[src/rtl/op_nub_update_if.sv]
// Output-neuron-update bus: sequencer handshake plus the current-buffer read port.
// The master side is the sequencer/buffer; the slave side is op_nub_update.
interface op_nub_update_if #(
  parameter int NUM_NEURONS = 10,
  parameter int ADDR_W      = 4,
  parameter int V_WIDTH     = 16
);
  logic                      start_op_nub;
  logic                      clear_img;
  logic                      cur_rd;
  logic [ADDR_W-1:0]         cur_addr;
  logic signed [V_WIDTH-1:0] cur_data;
  logic                      valid_op_nub;
  logic                      busy;
  logic [NUM_NEURONS-1:0]    spike_vec;
  logic [15:0]               spike_total;

  modport master (
    output start_op_nub, clear_img, cur_data,
    input  cur_rd, cur_addr, valid_op_nub, busy, spike_vec, spike_total
  );

  modport slave (
    input  start_op_nub, clear_img, cur_data,
    output cur_rd, cur_addr, valid_op_nub, busy, spike_vec, spike_total
  );
endinterface

[src/rtl/op_nub_update.sv]
// Output-neuron update: sweeps every neuron once per start pulse (leak, integrate, saturate, fire).
// Optional per-neuron refractory counters are enabled with the REFRACTORY_EN macro.
module op_nub_update #(
  parameter int NUM_NEURONS = 10,
  parameter int ADDR_W      = 4,
  parameter int V_WIDTH     = 16,
  parameter int THRESH      = 100,
  parameter int V_RESET     = 0,
  parameter int LEAK_SHIFT  = 3,
  parameter int REFRAC_TU   = 2
) (
  input  logic           clk,
  input  logic           rst,
  op_nub_update_if.slave nub
);
  typedef enum logic [1:0] {IDLE, FETCH, INTEG, DONE} state_t;

  localparam int                       EW       = V_WIDTH + 2;
  localparam logic signed [V_WIDTH-1:0] THR_V    = V_WIDTH'(THRESH);
  localparam logic signed [V_WIDTH-1:0] VRST_V   = V_WIDTH'(V_RESET);
  localparam logic [ADDR_W-1:0]        LAST_IDX = ADDR_W'(NUM_NEURONS - 1);
  localparam logic signed [EW-1:0]     SAT_MAX  = {3'b000, {(V_WIDTH-1){1'b1}}};
  localparam logic signed [EW-1:0]     SAT_MIN  = {3'b111, {(V_WIDTH-1){1'b0}}};

  state_t                    state_q;
  logic [ADDR_W-1:0]         idx_q;
  logic                      cur_rd_q;
  logic [ADDR_W-1:0]         cur_addr_q;
  logic                      valid_q;
  logic                      busy_q;
  logic [NUM_NEURONS-1:0]    spike_vec_q;
  logic [15:0]               spike_total_q;
  logic                      clr_pend_q;

  logic signed [V_WIDTH-1:0] v_all [NUM_NEURONS];
  logic [NUM_NEURONS-1:0]    sel_vec;
  logic signed [V_WIDTH-1:0] v_cur;
  logic signed [V_WIDTH-1:0] leak_d;
  logic signed [EW-1:0]      t_d;
  logic signed [V_WIDTH-1:0] sat_d;
  logic                      refrac_d;
  logic                      fire_d;
  logic                      integ_d;
  logic                      clear_d;

`ifdef REFRACTORY_EN
  localparam int RC_W = (REFRAC_TU < 1) ? 1 : $clog2(REFRAC_TU + 1);
  logic [RC_W-1:0] rc_all [NUM_NEURONS];
  logic [RC_W-1:0] rc_cur;
`endif

  always_comb begin
    v_cur = VRST_V;
    for (int i = 0; i < NUM_NEURONS; i++) begin
      if (idx_q == ADDR_W'(i)) v_cur = v_all[i];
    end
`ifdef REFRACTORY_EN
    rc_cur = '0;
    for (int i = 0; i < NUM_NEURONS; i++) begin
      if (idx_q == ADDR_W'(i)) rc_cur = rc_all[i];
    end
    refrac_d = (rc_cur != '0);
`else
    refrac_d = 1'b0;
`endif
    leak_d = v_cur >>> LEAK_SHIFT;
    t_d = $signed({{2{v_cur[V_WIDTH-1]}}, v_cur})
        - $signed({{2{leak_d[V_WIDTH-1]}}, leak_d})
        + $signed({{2{nub.cur_data[V_WIDTH-1]}}, nub.cur_data});
    if (t_d > SAT_MAX)      sat_d = {1'b0, {(V_WIDTH-1){1'b1}}};
    else if (t_d < SAT_MIN) sat_d = {1'b1, {(V_WIDTH-1){1'b0}}};
    else                    sat_d = t_d[V_WIDTH-1:0];
    integ_d = (state_q == INTEG);
    fire_d  = integ_d && !refrac_d && (sat_d >= THR_V);
    // A clear that arrives mid-sweep is held and applied on the DONE edge.
    clear_d = ((state_q == IDLE) && nub.clear_img)
           || ((state_q == DONE) && (clr_pend_q || nub.clear_img));
  end

  genvar gi;
  generate
    for (gi = 0; gi < NUM_NEURONS; gi++) begin : g_neu
      logic signed [V_WIDTH-1:0] v_q;
      logic                      sel;
      assign sel         = (idx_q == ADDR_W'(gi));
      assign sel_vec[gi] = sel;
      assign v_all[gi]   = v_q;

      always_ff @(posedge clk or posedge rst) begin
        if (rst)                  v_q <= VRST_V;
        else if (clear_d)         v_q <= VRST_V;
        else if (integ_d && sel)  v_q <= (fire_d || refrac_d) ? VRST_V : sat_d;
      end

`ifdef REFRACTORY_EN
      logic [RC_W-1:0] rc_q;
      assign rc_all[gi] = rc_q;
      always_ff @(posedge clk or posedge rst) begin
        if (rst)                  rc_q <= '0;
        else if (clear_d)         rc_q <= '0;
        else if (integ_d && sel) begin
          if (refrac_d)           rc_q <= rc_q - RC_W'(1);
          else if (fire_d)        rc_q <= RC_W'(REFRAC_TU);
        end
      end
`endif
    end
  endgenerate

  always_ff @(posedge clk or posedge rst) begin
    if (rst) begin
      state_q       <= IDLE;
      idx_q         <= '0;
      cur_rd_q      <= 1'b0;
      cur_addr_q    <= '0;
      valid_q       <= 1'b0;
      busy_q        <= 1'b0;
      spike_vec_q   <= '0;
      spike_total_q <= '0;
      clr_pend_q    <= 1'b0;
    end else begin
      case (state_q)
        IDLE: begin
          clr_pend_q <= 1'b0;
          if (nub.clear_img) spike_total_q <= '0;
          if (nub.start_op_nub) begin
            state_q     <= FETCH;
            busy_q      <= 1'b1;
            spike_vec_q <= '0;
            idx_q       <= '0;
            cur_rd_q    <= 1'b1;
            cur_addr_q  <= '0;
          end
        end
        FETCH: begin
          if (nub.clear_img) clr_pend_q <= 1'b1;
          cur_rd_q <= 1'b0;
          state_q  <= INTEG;
        end
        INTEG: begin
          if (nub.clear_img) clr_pend_q <= 1'b1;
          if (fire_d) begin
            spike_vec_q <= spike_vec_q | sel_vec;
            if (spike_total_q != 16'hFFFF) spike_total_q <= spike_total_q + 16'd1;
          end
          if (idx_q == LAST_IDX) begin
            state_q <= DONE;
            valid_q <= 1'b1;
          end else begin
            state_q    <= FETCH;
            idx_q      <= idx_q + ADDR_W'(1);
            cur_rd_q   <= 1'b1;
            cur_addr_q <= idx_q + ADDR_W'(1);
          end
        end
        DONE: begin
          if (clr_pend_q || nub.clear_img) spike_total_q <= '0;
          clr_pend_q <= 1'b0;
          valid_q    <= 1'b0;
          busy_q     <= 1'b0;
          state_q    <= IDLE;
        end
        default: begin
          state_q  <= IDLE;
          cur_rd_q <= 1'b0;
          valid_q  <= 1'b0;
          busy_q   <= 1'b0;
        end
      endcase
    end
  end

  assign nub.cur_rd       = cur_rd_q;
  assign nub.cur_addr     = cur_addr_q;
  assign nub.valid_op_nub = valid_q;
  assign nub.busy         = busy_q;
  assign nub.spike_vec    = spike_vec_q;
  assign nub.spike_total  = spike_total_q;
endmodule

[src/flat_wrapper.sv]
// flat-port wrapper written by rule: the top's interface ports become plain ports
module op_nub_update_flat 
#(
  parameter int NUM_NEURONS = 10,
  parameter int ADDR_W      = 4,
  parameter int V_WIDTH     = 16,
  parameter int THRESH      = 100,
  parameter int V_RESET     = 0,
  parameter int LEAK_SHIFT  = 3,
  parameter int REFRAC_TU   = 2
)
  (clk, rst, nub_start_op_nub, nub_clear_img, nub_cur_data, nub_cur_rd, nub_cur_addr, nub_valid_op_nub, nub_busy, nub_spike_vec, nub_spike_total);
  op_nub_update_if #(.NUM_NEURONS(NUM_NEURONS), .ADDR_W(ADDR_W), .V_WIDTH(V_WIDTH)) nub_i ();
  input  logic clk;
  input  logic rst;
  input wire logic [$bits(nub_i.start_op_nub)-1:0] nub_start_op_nub;
  input wire logic [$bits(nub_i.clear_img)-1:0] nub_clear_img;
  input wire logic [$bits(nub_i.cur_data)-1:0] nub_cur_data;
  output wire logic [$bits(nub_i.cur_rd)-1:0] nub_cur_rd;
  output wire logic [$bits(nub_i.cur_addr)-1:0] nub_cur_addr;
  output wire logic [$bits(nub_i.valid_op_nub)-1:0] nub_valid_op_nub;
  output wire logic [$bits(nub_i.busy)-1:0] nub_busy;
  output wire logic [$bits(nub_i.spike_vec)-1:0] nub_spike_vec;
  output wire logic [$bits(nub_i.spike_total)-1:0] nub_spike_total;
  assign nub_i.start_op_nub = nub_start_op_nub;
  assign nub_i.clear_img = nub_clear_img;
  assign nub_i.cur_data = nub_cur_data;
  assign nub_cur_rd = nub_i.cur_rd;
  assign nub_cur_addr = nub_i.cur_addr;
  assign nub_valid_op_nub = nub_i.valid_op_nub;
  assign nub_busy = nub_i.busy;
  assign nub_spike_vec = nub_i.spike_vec;
  assign nub_spike_total = nub_i.spike_total;
  op_nub_update #(.NUM_NEURONS(NUM_NEURONS), .ADDR_W(ADDR_W), .V_WIDTH(V_WIDTH), .THRESH(THRESH), .V_RESET(V_RESET), .LEAK_SHIFT(LEAK_SHIFT), .REFRAC_TU(REFRAC_TU)) u_core (.clk(clk), .rst(rst), .nub(nub_i));
endmodule
[config.mk]
export PLATFORM = sky130hd
export DESIGN_NAME = op_nub_update_flat
export DESIGN_NICKNAME = d
export VERILOG_FILES = /design/src/rtl/op_nub_update_if.sv /design/src/rtl/op_nub_update.sv /design/src/flat_wrapper.sv
export SDC_FILE = /design/constraint.sdc
export NUM_CORES = 1
export LEC_CHECK = 0
export CORE_UTILIZATION = 51
export CTS_CLUSTER_DIAMETER = 50
export DETAILED_ROUTE_END_ITERATION = 16
export DONT_BUFFER_PORTS = 1
export GPL_TIMING_DRIVEN = 1
export PLACE_DENSITY = 0.74
export SKIP_CTS_REPAIR_TIMING = 1
export SLEW_MARGIN = 15
export SYNTH_ARGS = -nofsm -noshare
export SYNTH_HDL_FRONTEND = slang
export SYNTH_SLANG_ARGS = --single-unit
[constraint.sdc]
create_clock -name clk -period 14.7 [get_ports clk]
set_input_delay 2.94 -clock clk [delete_from_list [all_inputs] [get_ports clk]]
set_output_delay 2.94 -clock clk [all_outputs]
set_load 0.005 [all_outputs]
; ---- After elaboration in Yosys (flattened, before gate mapping)
; Index checks and enable logic that the tools add are counted.
[op_classes]
addsub = 4
magnitude_cmp = 3
eq_ne = 21
mux = 55
n_bitwise = 1
reduce_logical = 40
[op_table]
columns = operator, n
row1 = 2-to-1 mux 16 bit, 37
row2 = one-hot mux 16 bit (3 select lines), 1
row3 = nonzero test 2 bit, 13
row4 = 2-to-1 mux 10 bit, 2
row5 = one-hot mux 10 bit (2 select lines), 1
row6 = adder 17 x 16 -> 18 bit, 1
row7 = greater-than comparator 18 x 16 -> 1 bit (second input constant), 1
row8 = < comparator 18 x 16 -> 1 bit (second input constant), 1
row9 = subtractor 16 x 13 -> 17 bit, 1
row10 = adder 16 x 1 -> 16 bit (second input constant), 1
row11 = == test 4 x 3 -> 1 bit (second input constant), 4
row12 = greater-or-equal comparator 16 x 8 -> 1 bit (second input constant), 1
row13 = inequality test 16 bit (second input constant), 1
row14 = logical AND 1 bit, 13
row15 = inequality test 2 bit (second input constant), 6
row16 = bitwise OR 10 bit, 1
row17 = AND reduction 3 bit, 3
row18 = == test 4 x 2 -> 1 bit (second input constant), 2
row19 = == test 4 bit (second input constant), 2
row20 = 2-to-1 mux 4 bit, 2
row21 = one-hot mux 2 bit (4 select lines), 1
row22 = one-hot mux 4 bit (2 select lines), 1
row23 = one-hot mux 1 bit (2 select lines), 3
row24 = nonzero test 3 bit, 2
row25 = 14 further kinds, 23
[word_totals]
regBits = 196

; ---- Longest topological paths before layout
; Gate-level depths: netlist (run 1).
[depth]
ltp_word = 21
mapped_depth = 28
ltp_nobuf = 25

; ---- Worst setup path before layout (run 1)
; OpenSTA, ideal clock, no wires.
[synth_path]
path_type = input-to-reg
from = in nub_cur_data[1]
to = reg u_core.g_neu[7].v_q[4]
arrival_ns = 6.281
required_ns = 14.622
slack_ns = 8.341
stages = 14
path_buffers = 2
cell_sequence = inv_1 -> fa_1 -> fa_1 -> nand2b_1 -> a211oi_1 -> o31ai_1 -> nor2b_1 -> mux2i_1 -> or4_4 -> o31ai_4 -> buf_6 -> buf_4 -> nand3_1 -> a21oi_1
[synth_between]
elab_chain_len = 9
word_cells_on_any_way = 10
cone_classes = 1 x add/sub / 3 x order compare / 5 x mux / 1 x reduce/logical
[synth_lines]
columns = element, line
row1 = start: declaration, flat_wrapper.sv:18  ; input wire logic [$bits(nub_i.cur_data)-1:0] nub_cur_data;
row2 = adder 17 x 16 -> 18 bit *, op_nub_update.sv:69  ; + $signed({{2{nub.cur_data[V_WIDTH-1]}}, nub.cur_data});
row3 = < comparator 18 x 16 -> 1 bit, op_nub_update.sv:71  ; else if (t_d < SAT_MIN) sat_d = {1'b1, {(V_WIDTH-1){1'b0}}};
row4 = 2-to-1 mux 16 bit, op_nub_update.sv:71
row5 = 2-to-1 mux 16 bit *, op_nub_update.sv:70  ; if (t_d > SAT_MAX) sat_d = {1'b0, {(V_WIDTH-1){1'b1}}};
row6 = greater-or-equal comparator 16 x 8 -> 1 bit, op_nub_update.sv:74  ; fire_d = integ_d && !refrac_d && (sat_d >= THR_V);
row7 = logical AND 1 bit, op_nub_update.sv:74
row8 = 2-to-1 mux 16 bit * (2 in a row), op_nub_update.sv:92  ; else if (integ_d && sel) v_q <= (fire_d || refrac_d) ? VRST_V : sat_d;
row9 = 2-to-1 mux 16 bit *, op_nub_update.sv:91  ; else if (clear_d) v_q <= VRST_V;
row10 = end signal: assignment, op_nub_update.sv:92
row11 = end: declaration, op_nub_update.sv:83  ; logic signed [V_WIDTH-1:0] v_q;
; Every way passes the cells marked *; elsewhere a longest branch is shown, timed or not. The select of a mux whose other input is x is not followed.
; A chain may end at the register's enable or synchronous reset.

==> results of run 1 <==
path summary, 6_finish.rpt:
| kind | to | slack [ps] | depth (start not counted) |
|---|---|---|---|
| max | u_core.g_neu[8].v_q[3] | 7100 | 21 |
| min | u_core.g_neu[6].v_q[14] | 480 | 2 |
| max reg2reg | u_core.g_neu[8].v_q[3] | 7100 | 21 |
| min reg2reg | u_core.g_neu[6].v_q[14] | 480 | 2 |
| max in group asynchronous | u_core.g_neu[5].v_q[15] | 10770 | 2 |
| min in group asynchronous | u_core.g_neu[9].v_q[8] | 2510 | 1 |
sequential cells by signal (all words and copies together) (netlist names):
signal	flops
u_core.nub.busy	1
u_core.nub.spike_total	16
u_core.nub.cur_addr	4
u_core.g_neu.v_q	160
u_core.nub.valid_op_nub	1
u_core.nub.cur_rd	1
u_core.nub.spike_vec	10
u_core.state_q	2
u_core.clr_pend_q	1
cells in the mapped netlist (7+ instances only):
master	instances
sky130_fd_sc_hd__a211oi_1	27
sky130_fd_sc_hd__a21oi_1	182
sky130_fd_sc_hd__a221o_1	7
sky130_fd_sc_hd__a221oi_1	43
sky130_fd_sc_hd__a22o_1	8
sky130_fd_sc_hd__a31oi_1	18
sky130_fd_sc_hd__and2_1	12
sky130_fd_sc_hd__and3_1	17
sky130_fd_sc_hd__clkbuf_1	82
sky130_fd_sc_hd__dfrtp_1	196
sky130_fd_sc_hd__fa_1	15
sky130_fd_sc_hd__ha_1	29
sky130_fd_sc_hd__inv_1	60
sky130_fd_sc_hd__nand2_1	192
sky130_fd_sc_hd__nand3_1	62
sky130_fd_sc_hd__nor2_1	102
sky130_fd_sc_hd__nor3_1	27
sky130_fd_sc_hd__o211ai_1	8
sky130_fd_sc_hd__o21ai_0	88
sky130_fd_sc_hd__o31ai_1	8
sky130_fd_sc_hd__xnor2_1	8
cell families after synthesis:
logic type / Yosys count
muxes: 7
AOI/OAI and AO/OA: 444
DFF: 196
xor gates and xnor gates: 12
and+or+nand+nor: 446
adders and majority gates: 44
buffers and inverters: 153
final cells by class:
class / count / area (um^2) / share of cell area, %
multi-input cells: 953 / 5660 / 47.66
repair buffers: 20 / 150.1 / 1.264
inverters: 61 / 236.5 / 1.991
clock buffers: 18 / 439.2 / 3.697
flip-flops and latches: 196 / 4905 / 41.29
clock inverters: 14 / 142.6 / 1.201
well taps: 275 / 344.1 / 2.897
per-stage QoR:
step	hold slack, ps	instance area (um^2)	setup WS [ps]
6_report	479.9	11880	7100
5_1_grt	490.8	11880	6450
4_1_cts	482.2	11880	7104
3_5_place_dp	466.3	11300	7159
3_3_place_gp	459.2	11300	7355
2_1_floorplan	448.8	11120	6419
metal layers:
metal / routed length, um / vias to the layer above / GRT usage [%]
li1: - / 4558 / -
met1: 13580 / 4803 / 38.36
met2: 14070 / 368 / 43.47
met3: 1876 / 49 / 5.335
met4: 713 / 0 / 10.00
met5: 0 / - / 0
critical path: cells and delay by family, from the launching register on:
family / cells / cell delay [ps]
AO/OA/AOI/OAI: 10 / 2940
AND/OR/NAND/NOR: 6 / 2270
adder cells (fa/ha/maj): 2 / 940
buffers and inverters: 3 / 640
flip-flops: 1 / 600
==> metrics.yaml, run 1 <==
synthesis:
  synth-main-ff-cell: "sky130_fd_sc_hd__dfrtp_1"
  synth_area_leader_cell: "sky130_fd_sc_hd__dfrtp_1"
  syn-instance-count: 1302
  postSynth.asyncResetShare_pct: 100.0
  synth_xor_xnor_area_share_pct: 1.012
  synth.ff_latch_count: 196
  synth_fp_nets: 1366
  number_of_distinct_library_cell_variants_in_the_gate_level_netlist_after_synthesis: 70
  synthAdderAreaFrac_pct: 5.961
  synth_edf_count: 0
  yosysWarningCount: 0
  netlist_area_um2: 11120
  postSynthAreaPerCell_um2: 8.544
  yosys-top-cells-area: "sky130_fd_sc_hd__dfrtp_1 44%, sky130_fd_sc_hd__a21oi_1 8.2%, sky130_fd_sc_hd__nand2_1 6.5%, sky130_fd_sc_hd__o21ai_0 4.0%, sky130_fd_sc_hd__nor2_1 3.4%"
  synth-seq-area-share_pct: 44.09
  synthMuxAreaShare_pct: 0.6411
  largest_family_of_logic_cells_by_synthesized_area: "compound AO/OA/AOI/OAI gates"
  post-synth-top-area-fraction_pct: 44.09
  synth_compound_area_share_pct: 25.06
  synth_simple_gate_area_share_pct: 17.78
worst_setup_path:
  end_kind: "flip-flop"
  worstSetupStartpoint: "u_core.nub.cur_addr[2]"
  max_stage_delay_ps: 780
  timing.critical_path.from_type: "flip-flop"
  critical_path_class: "flip-flop to flip-flop"
  worst_path_most_repeated_cell: "sky130_fd_sc_hd__a21oi_1"
  timing.critical_path.cells: "nor2b_1 > nand2_1 > nor2_1 > a211oi_1 > a21oi_1 > a21oi_1 > a221oi_1 > inv_1 > fa_1 > inv_1 > ha_1 > a21oi_1 > o21ai_0 > nor2_1 > or4_1 > o211ai_1 > or2_2 > o31ai_4 > buf_4 > a21oi_1 > o21ai_0"
  crit_required_ps: 14970
  reg2reg_from: "u_core.nub.cur_addr[2]"
  cp.arrival_ps: 7870
  critical_path.slowest_cell: "sky130_fd_sc_hd__a21oi_1"
  path_max_fanout: 61
route:
  vias: 9778
  drt-wirelength-per-cell_um: 19.67
  post-route-drc-count: 0
  drt.antenna.violating_nets: 0
  routed_wirelength_um: 30240
  routed_via_density: 6.362
  initialDrtViolationCount: 1009
  drt_pre_antenna_iters: 6
grt:
  grt_first_pass_wirelength_um: 48740
  antenna_violations_before_repair: 0
  grt_pass1_vias: 9147
  track_usage_pct: 27.79
  globalRoute.totalOverflow: 0
  grt_max_degree: 143
timing:
  setup_viol_count_final: 0
  count_of_pins_over_their_slew_limit: 0
  rsz_0062_raised_after_global_routing: "false"
  fmax_ghz: 0.1316
  timing.setup.tns_ps: 0
  clock-skew-final_ps: 20.49
  maxSlewHeadroom_pct: 23.13
  worst_pin_slew_ps: 1142
  period_share_pct: 51.70
  timing.final.crit_period_ps: 7600
  hold_viol_final: 0
die:
  design.core.area_um2: 21220
  placement_rows: 53
  chipHeight_um: 149.7
  dieWidth_um: 149.7
  die-area_um2: 22410
  initial_utilization_pct: 52.42
  ios: 53
clock_tree:
  clock-root-buffer: "sky130_fd_sc_hd__clkbuf_16"
  cts_tree: "built"
  clock_insertion_delay_worst_skew_ps: 450
  clock_slew_at_reported_path_ffs_ps: 70
  numClockSinks: 196
  tritoncts.num_buffers: 17
  clock_tree.buffer_depth: 2
  htree_num_levels: 4
layout:
  layout_common_cells: "196 x sky130_fd_sc_hd__dfrtp_1, 192 x sky130_fd_sc_hd__nand2_1, 180 x sky130_fd_sc_hd__a21oi_1, 101 x sky130_fd_sc_hd__nor2_1, 87 x sky130_fd_sc_hd__o21ai_0"
  area_growth_pct: 6.771
  nFillCells: 1938
  insertedDiodeCount: 0
  stdcell_count: 1537
  layout.core_utilization_pct: 55.97
  layout.cells.most_common: "sky130_fd_sc_hd__dfrtp_1"
  finish.net_count: 1313
  post_route_cells_drive_above_1_share_pct: 6.181
placement:
  gp_congestion: 0.9001
  hpwl_um: 19900
  place.detailed.instances: 1505
  io_buffer_count: 0
hold_path:
  min-delay-path-class: "flip-flop to flip-flop"
  holdCritStartpoint: "u_core.g_neu[6].v_q[14]"
run_status:
  run_status: "complete, no violations"
flow_run:
  maxCapViolations: 0
Power of run 1 is not shown: default switching activity piles up to over one toggle a cycle in this logic, so the estimate is an artifact.
==> run 2: changes to the inputs <==
Clock period 14.7 ns to 7.4 ns, I/O delays scaled along.
==> run 2 against run 1 <==
Compared with the run above: non-clock buffer count grew 23; cell count grew 1.5%; critical endpoint is now u_core.g_neu[3].v_q[1]; setup slack lost 6700 ps.
==> metrics.yaml, run 2 (synthesized netlist as in run 1, its figures left out) <==
worst_setup_path:
  critical_path.top_delay_family: "compound AO/OA/AOI/OAI gates"
  end_kind: "flip-flop"
  critical_path_class: "flip-flop to flip-flop"
  worst_path_most_repeated_cell: "sky130_fd_sc_hd__a21oi_1"
  worstRegToRegCells: 23
  reg2reg_from: "u_core.nub.cur_addr[1]"
  reg2reg_to: "u_core.g_neu[3].v_q[1]"
  timing.critical_path.from_type: "flip-flop"
  critPathBufInv: 3
  timing.critical_path.cells: "inv_1 > ha_1 > nor3b_2 > buf_4 > a221oi_1 > nor3_1 > a221oi_1 > a211oi_1 > a21oi_1 > nand2_1 > a222oi_1 > fa_1 > fa_1 > nand2b_1 > a211oi_1 > o31ai_1 > nand3_1 > o211ai_1 > a31oi_1 > o31ai_4 > buf_12 > a21oi_1 > a21oi_1"
  max_stage_delay_ps: 670
  reg2reg_setup_slack_ps: 390
  critical_path.slowest_cell: "sky130_fd_sc_hd__a21oi_1"
  path_max_fanout: 19
  cp.arrival_ps: 7280
  crit_required_ps: 7670
route:
  vias: 9993
  routed_wirelength_um: 31110
  routed_via_density: 6.406
  drt-wirelength-per-cell_um: 19.94
  drt_pre_antenna_iters: 6
  post-route-drc-count: 0
  initialDrtViolationCount: 1104
  drt.antenna.violating_nets: 0
timing:
  rsz_0062_raised_after_global_routing: "false"
  worst_slack_on_hold_paths_ps: 477.5
  count_of_pins_over_their_slew_limit: 0
  timing.final.crit_period_ps: 7013
  worst_pin_slew_ps: 1143
  fmax_ghz: 0.1426
  period_share_pct: 94.77
  postLayoutSetupSlackWorst_ps: 387.2
  maxSlewHeadroom_pct: 23.52
  setup_viol_count_final: 0
  clock-skew-final_ps: 12.12
  timing.setup.tns_ps: 0
  hold_viol_final: 0
clock_tree:
  htree_num_levels: 4
  tritoncts.num_buffers: 17
  cts_tree: "built"
  clock_slew_at_reported_path_ffs_ps: 70
  numClockSinks: 196
  clock_insertion_delay_worst_skew_ps: 440
  clock-root-buffer: "sky130_fd_sc_hd__clkbuf_16"
  clock_tree.buffer_depth: 2
grt:
  grt_first_pass_wirelength_um: 50860
  peak_usage_layer_in_the_global_routing_report: "met2"
  gr-usage-met1_pct: 40.97
  antenna_violations_before_repair: 0
  grt_util_met2_pct: 45.86
  groute.layer.met3.usage_pct: 5.000
  track_usage_pct: 29.04
  grt_max_degree: 122
  globalRoute.totalOverflow: 0
  grt_pass1_vias: 9512
placement:
  io_buffer_count: 0
  hpwl_um: 21050
  dp_worst_setup_slack_ps: 329.4
  gp_congestion: 0.9423
hold_path:
  hold-path-cell-count: 2
  min-delay-path-class: "flip-flop to flip-flop"
  holdCritStartpoint: "u_core.g_neu[6].v_q[9]"
  timing.hold.worst_endpoint: "u_core.g_neu[6].v_q[9]"
layout:
  finish.net_count: 1336
  insertedDiodeCount: 0
  post_route_cells_drive_above_1_share_pct: 8.016
  multi_input_area_um2: 5680
  largest_register_ff_count: 160
  layout.area.seq_um2: 4905
  area_growth_pct: 9.133
  layout.cells.most_common: "sky130_fd_sc_hd__dfrtp_1"
  largest_register: "u_core.g_neu.v_q"
  layout_common_cells: "196 x sky130_fd_sc_hd__dfrtp_1, 192 x sky130_fd_sc_hd__nand2_1, 178 x sky130_fd_sc_hd__a21oi_1, 102 x sky130_fd_sc_hd__nor2_1, 87 x sky130_fd_sc_hd__o21ai_0"
  nFillCells: 1869
die:
  chipHeight_um: 149.7
  ios: 53
  die-area_um2: 22410
  initial_utilization_pct: 52.42
  dieWidth_um: 149.7
  design.core.area_um2: 21220
  placement_rows: 53
run_status:
  run_status: "complete, no violations"
flow_run:
  maxCapViolations: 0
-- run 2: worst max-delay path by stage --
stage | cells after the start | slack [ps] | from | endpoint
6_report | 23 | 390 | u_core.nub.cur_addr[1] | u_core.g_neu[3].v_q[1]
3_5_place_dp | 25 | 330 | u_core.nub.cur_addr[0] | u_core.g_neu[6].v_q[9]
2_1_floorplan | 1 | 580 | rst | u_core.clr_pend_q
3_3_place_gp | 25 | 380 | u_core.nub.cur_addr[0] | u_core.g_neu[6].v_q[9]
4_1_cts | 25 | 260 | u_core.nub.cur_addr[0] | u_core.g_neu[6].v_q[9]
5_1_grt | 26 | 30 | u_core.nub.cur_addr[0] | u_core.g_neu[6].v_q[9]
-- run 2: cell type report --
type	count	area share (%)
multi-input cells	953	46.79
flip-flops and latches	196	40.40
inverters	61	1.948
well taps	275	2.834
clock inverters	14	1.443
repair buffers	43	2.968
clock buffers	18	3.617
-- run 2: worst reg2reg max path, cell delays in order (launching register included) --
cell	delay (ps)
sky130_fd_sc_hd__dfrtp_1	490
sky130_fd_sc_hd__inv_1	100
sky130_fd_sc_hd__ha_1	280
sky130_fd_sc_hd__nor3b_2	190
sky130_fd_sc_hd__buf_4	220
sky130_fd_sc_hd__a221oi_1	450
sky130_fd_sc_hd__nor3_1	80
sky130_fd_sc_hd__a221oi_1	340
sky130_fd_sc_hd__a211oi_1	180
sky130_fd_sc_hd__a21oi_1	150
sky130_fd_sc_hd__nand2_1	70
sky130_fd_sc_hd__a222oi_1	440
sky130_fd_sc_hd__fa_1	540
sky130_fd_sc_hd__fa_1	510
sky130_fd_sc_hd__nand2b_1	190
sky130_fd_sc_hd__a211oi_1	470
sky130_fd_sc_hd__o31ai_1	210
sky130_fd_sc_hd__nand3_1	120
sky130_fd_sc_hd__o211ai_1	180
sky130_fd_sc_hd__a31oi_1	460
sky130_fd_sc_hd__o31ai_4	160
sky130_fd_sc_hd__buf_12	180
sky130_fd_sc_hd__a21oi_1	680
sky130_fd_sc_hd__a21oi_1	150
-- run 2: through the flow --
| step | cell area (um^2) | std cells | utilization (%) |
|---|---|---|---|
| 6_report | 12140 | 1560 | 57.21 |
| 5_1_grt | 12140 | 1560 | 57.21 |
| 3_5_place_dp | 11480 | 1526 | 54.08 |
| 3_3_place_gp | 11480 | 1526 | 54.08 |
| 2_1_floorplan | 11120 | 1302 | - |
| 4_1_cts | 12090 | 1558 | 56.98 |
-- run 2: layer usage --
layer | up-vias | share of wire (%)
met2 | 439 | 47
met5 | - | 0
met4 | 0 | 2.2
met1 | 4896 | 44
met3 | 54 | 7.3
li1 | 4604 | -
Power of run 2 is left out for the same reason.
